[src/rtl/class_argmax.sv]
// Streaming argmax over NUM_CLASSES signed scores; result registered 1 cycle after the last beat.
// Backpressure: score_ready drops while a result waits in HOLD until result_ready is seen.
// Optional build macro ARGMAX_MARGIN_EN adds second-best tracking, margin and low_conf.
module class_argmax #(
  parameter int NUM_CLASSES   = 10,
  parameter int SCORE_W       = 16,
  parameter int IDX_W         = 4,
  parameter int MARGIN_THRESH = 64
) (
  input  logic               clk,
  input  logic               rst,
  input  logic               score_valid,
  output logic               score_ready,
  input  logic [SCORE_W-1:0] score_data,
  input  logic               score_last,
  output logic               result_valid,
  input  logic               result_ready,
  output logic [IDX_W-1:0]   output_index,
  output logic [SCORE_W-1:0] best_score,
  output logic               len_err,
  output logic [SCORE_W:0]   margin,
  output logic               low_conf
);

  typedef enum logic {ACCUM, HOLD} state_e;

  localparam logic [IDX_W:0]   NUM_C   = (IDX_W+1)'(NUM_CLASSES);
  localparam logic [IDX_W-1:0] CNT_MAX = '1;

  state_e                     state_q, state_d;
  logic                       rdy_q, rdy_d;
  logic [IDX_W-1:0]           cnt_q, cnt_d;
  logic [IDX_W-1:0]           cand_idx_q, cand_idx_d;
  logic signed [SCORE_W-1:0]  cand_score_q, cand_score_d;
  logic [IDX_W-1:0]           out_idx_q, out_idx_d;
  logic [SCORE_W-1:0]         best_q, best_d;
  logic                       len_err_q, len_err_d;
  logic signed [SCORE_W-1:0]  data_s;
  logic                       accept;
  logic                       first_beat;
  logic                       in_range;
  logic [IDX_W:0]             beat_cnt;

  assign data_s     = score_data;
  assign accept     = score_valid && rdy_q;
  assign first_beat = (cnt_q == '0);
  assign in_range   = ({1'b0, cnt_q} < NUM_C);
  assign beat_cnt   = {1'b0, cnt_q} + 1'b1;

`ifdef ARGMAX_MARGIN_EN
  logic signed [SCORE_W-1:0] sec_q, sec_d;
  logic                      sec_vld_q, sec_vld_d;
  logic [SCORE_W:0]          margin_q, margin_d;
  logic                      low_q, low_d;
`endif

  always_comb begin
    state_d      = state_q;
    cnt_d        = cnt_q;
    cand_idx_d   = cand_idx_q;
    cand_score_d = cand_score_q;
    out_idx_d    = out_idx_q;
    best_d       = best_q;
    len_err_d    = len_err_q;
`ifdef ARGMAX_MARGIN_EN
    sec_d        = sec_q;
    sec_vld_d    = sec_vld_q;
    margin_d     = margin_q;
    low_d        = low_q;
`endif
    case (state_q)
      ACCUM: begin
        if (accept) begin
          cnt_d = (cnt_q == CNT_MAX) ? cnt_q : cnt_q + 1'b1;
          if (first_beat) begin
            cand_idx_d   = '0;
            cand_score_d = data_s;
`ifdef ARGMAX_MARGIN_EN
            sec_vld_d    = 1'b0;
`endif
          end else if (in_range) begin
            if (data_s > cand_score_q) begin
              cand_idx_d   = cnt_q;
              cand_score_d = data_s;
`ifdef ARGMAX_MARGIN_EN
              sec_d        = cand_score_q;
              sec_vld_d    = 1'b1;
            end else if (!sec_vld_q || data_s > sec_q) begin
              // An empty second slot acts as minus infinity.
              sec_d        = data_s;
              sec_vld_d    = 1'b1;
`endif
            end
          end
          if (score_last) begin
            out_idx_d = cand_idx_d;
            best_d    = cand_score_d;
            len_err_d = (beat_cnt != NUM_C);
`ifdef ARGMAX_MARGIN_EN
            margin_d  = sec_vld_d ? ({cand_score_d[SCORE_W-1], cand_score_d} -
                                     {sec_d[SCORE_W-1], sec_d}) : '0;
            low_d     = (margin_d < (SCORE_W+1)'(MARGIN_THRESH));
`endif
            cnt_d     = '0;
            state_d   = HOLD;
          end
        end
      end
      HOLD: begin
        if (result_ready) state_d = ACCUM;
      end
      default: state_d = ACCUM;
    endcase
    rdy_d = (state_d == ACCUM);
  end

  always_ff @(posedge clk or negedge rst) begin
    if (!rst) begin
      state_q      <= ACCUM;
      rdy_q        <= 1'b0;
      cnt_q        <= '0;
      cand_idx_q   <= '0;
      cand_score_q <= '0;
      out_idx_q    <= '0;
      best_q       <= '0;
      len_err_q    <= 1'b0;
    end else begin
      state_q      <= state_d;
      rdy_q        <= rdy_d;
      cnt_q        <= cnt_d;
      cand_idx_q   <= cand_idx_d;
      cand_score_q <= cand_score_d;
      out_idx_q    <= out_idx_d;
      best_q       <= best_d;
      len_err_q    <= len_err_d;
    end
  end

`ifdef ARGMAX_MARGIN_EN
  always_ff @(posedge clk or negedge rst) begin
    if (!rst) begin
      sec_q     <= '0;
      sec_vld_q <= 1'b0;
      margin_q  <= '0;
      low_q     <= 1'b0;
    end else begin
      sec_q     <= sec_d;
      sec_vld_q <= sec_vld_d;
      margin_q  <= margin_d;
      low_q     <= low_d;
    end
  end

  assign margin   = margin_q;
  assign low_conf = low_q;
`else
  assign margin   = '0;
  assign low_conf = 1'b0;
`endif

  assign score_ready  = rdy_q;
  assign result_valid = (state_q == HOLD);
  assign output_index = out_idx_q;
  assign best_score   = best_q;
  assign len_err      = len_err_q;

endmodule

[config.mk]
export PLATFORM = sky130hd
export DESIGN_NAME = class_argmax
export DESIGN_NICKNAME = d
export VERILOG_FILES = /design/src/rtl/class_argmax.sv
export SDC_FILE = /design/constraint.sdc
export NUM_CORES = 1
export LEC_CHECK = 0
export CAP_MARGIN = 10
export CORE_UTILIZATION = 50
export DETAILED_ROUTE_END_ITERATION = 8
export GPL_TIMING_DRIVEN = 0
export PLACE_DENSITY = 0.77
export SLEW_MARGIN = 20
export SYNTH_ARGS = -nofsm -noshare
export SYNTH_HDL_FRONTEND = slang
export SYNTH_SLANG_ARGS = --single-unit
export TNS_END_PERCENT = 20
[constraint.sdc]
create_clock -name clk -period 2.75 [get_ports clk]
set_input_delay 0.6875 -clock clk [delete_from_list [all_inputs] [get_ports clk]]
set_output_delay 0.6875 -clock clk [all_outputs]
set_load 0.02 [all_outputs]
==> summary.txt <==
Status: finished, final reports clean
Hold violation count in the final report: 0
Largest cells by area after synthesis: dfrtp_1 42%, ha_1 8.4%, buf_4 4.8%
R2R Setup Slk: 0.11 ns
Max Root-Sink Buffers: 2
Fraction of registers with async set/reset: 100.0%
Pins over their slew limit: 0
Lkg Pwr: 1.771 nW
Ys flop type: dfrtp_1
WS Path Type: in2reg
DIE AREA: 5968 sq um
Drt wl/cell: 15.81 microns
Hold WS: 0.3529 ns
Critical path fanouts, max: 5
Total track usage: 23.58%
Starting Density: 51.74%
Gpl congestion: 0.7548
Final net count: 400
Startpoint class of the critical path: input port
Vias in the first global route: 2353
Critical Path Source: score_data[1]
Most frequent cells in the layout: 47 x dfrtp_1, 28 x buf_4, 26 x clkdlybuf4s50_1
Die W: 77.25 microns
Die Ht: 77.25 microns
Std cell rows: 27
Clock Skew: 0.01217 ns
Reg2Reg Depth: 10
Synth Area in XOR/XNOR: 0%
Core area: 5473 sq um
Routed via count: 2383
Synth Area in Simple Gates: 9.280%
Mapped Avg Cell Area: 10.15 sq um
Synth unique cells: 51
P per Cell Area: 1018 nW/um^2
CTS tree: yes
R2R Path End: cand_score_q[2]
Initial antenna violation count: 0
Mapped Cells: 279
Worst Hold Class: in2async
Peak VDD IR: 0.0005523 V
FILL cells: 417
Crit path DAT: 2.87 ns
Critical Path RT: 2.96 ns
Sink Count: 47
Post-synth top area cell: dfrtp_1
Worst Setup EP: cand_score_q[2]
Number of synthesized flops with an enable pin: 0
Final ANT Viol Nets: 0
Synthesized area: 2831 sq um
Share of layout cells above drive strength 1: 30.47%
Post-layout min period: 2.658 ns
Post-synthesis sequential area ratio: 41.54%
Largest family of logic cells by synthesized area: compound AO/OA/AOI/OAI gates
Synth warnings: 0
TritonCTS Buffers: 5
I/O pin cnt: 62
Max capacitance violation total: 0
Hpwl dp: 4582 microns
Adder-Cell Fraction of Synth Area: 8.396%
CP endpoint kind: flip-flop
Worst Tran Pin Value: 0.6264 ns
CP most frequent cell: buf_12
Fmax: 0.3762 GHz
WL final: 6845 microns
Largest net degree at the start of global routing: 25
DRC: 0
Clock Latency Late Sink: 0.32 ns
Critical path's top delay family: compound AO/OA/AOI/OAI gates
DRT iter0 DRCs: 95
Crit share post-route: 96.67%
First-pass GRT wire length: 10880 microns
Slowest stage cell on the critical path: o41a_1
Number of diodes: 0
Mean number of vias per cell: 5.503
Hold bufs inserted after CTS: 0
Startpoint of the worst register-to-register path: cand_score_q[9]
Commonest non-fill, non-tap cell in the layout: dfrtp_1
Post-synthesis mux area share: 8.396%
CP cell instances: clkdlybuf4s15_2 -> ha_4 -> nor2b_1 -> o211a_1 -> o21a_2 -> o41a_1 -> nand3_4 -> buf_12 -> buf_12 -> mux2_2
H-tree lvl count: 2
# port buffers: 43
First-pass iteration count of the detailed router: 4
WP depth: 10
GR Overflow Total: 0
Top-area cell type share of the netlist area: 41.54%
CP bufs+invs: 3
Number of register bits inferred by synthesis: 47
Clock Pin Slew Worst Setup and Hold Paths: 0.10 ns
Root Driver: clkbuf_8
Total power draw: 0.003973 W
Area growth, synth to finish: 37.78%
Critical path's largest stage delay: 0.43 ns
Worst slew slack as a fraction of its limit: 58.09%
Synth Area in Compound Gates: 22.23%
Final Setup Violations: 0
## registers in the layout, indices dropped and copies added (netlist names)
register,flops
score_ready,1
cand_idx_q,4
len_err,1
best_score,16
output_index,4
result_valid,1
cand_score_q,16
cnt_q,4
## stage by stage
step | TNS, ns | worst slack [ns] | utilization [%] | instances | cell area (sq um)
2_1_floorplan | 0 | 0.008491 | - | 296 | 3024
3_3_place_gp | -36.29 | -0.7153 | 64.77 | 411 | 3545
3_5_place_dp | -23.43 | -0.7442 | 65.18 | 412 | 3567
4_1_cts | 0 | 0.001570 | 70.35 | 431 | 3850
5_1_grt | -0.05561 | -0.01646 | 71.28 | 433 | 3901
6_report | 0 | 0.09167 | 71.28 | 433 | 3901
## how the worst min path moves through the flow
stage                      endpoint  slack, ns  depth (start not counted)
global route         best_score[10]       0.39                          1
finish               best_score[10]       0.35                          1
global placement    output_index[3]       0.47                          2
detailed placement  output_index[1]       0.47                          2
floorplan             best_score[0]       0.39                          0
CTS                  best_score[10]       0.38                          1
## cells by family after synthesis
| logic type | Yosys count |
|---|---|
| AND/OR/NAND/NOR | 50 |
| AO/OA/AOI/OAI | 92 |
| buffers and inverters | 51 |
| flip-flops | 47 |
| other | 1 |
| multiplexers | 19 |
| adder cells (fa/ha/maj) | 19 |
## synthesized netlist by cell type (all sizes together) (8+ instances only)
| cell type | instances |
|---|---|
| a21oi | 24 |
| a31oi | 17 |
| clkbuf | 8 |
| nor2 | 23 |
| nand2 | 10 |
| inv | 22 |
| buf | 21 |
| ha | 19 |
| o21ai | 24 |
| mux2 | 17 |
| dfrtp | 47 |
## routing by layer
metal | vias to the layer above | wire length, microns | global-route usage (%)
li1 | 1135 | - | -
met1 | 1156 | 2846 | 29.73
met2 | 76 | 3499 | 39.56
met3 | 16 | 334 | 4.167
met4 | 0 | 165 | 10.00
met5 | - | 0 | 0
## power by group
part	internal, W	switching (W)
Combinational	0.00115	0.00116
Sequential	0.00101	0.000217
Clock	0.000182	0.000258
## area by class of cell
cell class                 count  area (sq um)  area share (%)
clock buffer                   5         68.82           1.764
sequential                    47          1176           30.15
inverter                      22         82.58           2.117
clock inverter                 3         23.77          0.6094
buffer                        27         187.7           4.811
multi-input combinational    198          1697           43.49
tap                           72         90.09           2.309
timing repair buffer          59         575.6           14.75
## repair_timing
action                                  in CTS  in global routing
pin swaps                                   13                 18
endpoints found under the setup margin      39                 33
cloned                                       1                  0
resized for setup                           41                 35
setup buffers                               10                  4
Power figures use the tool's default switching activity.
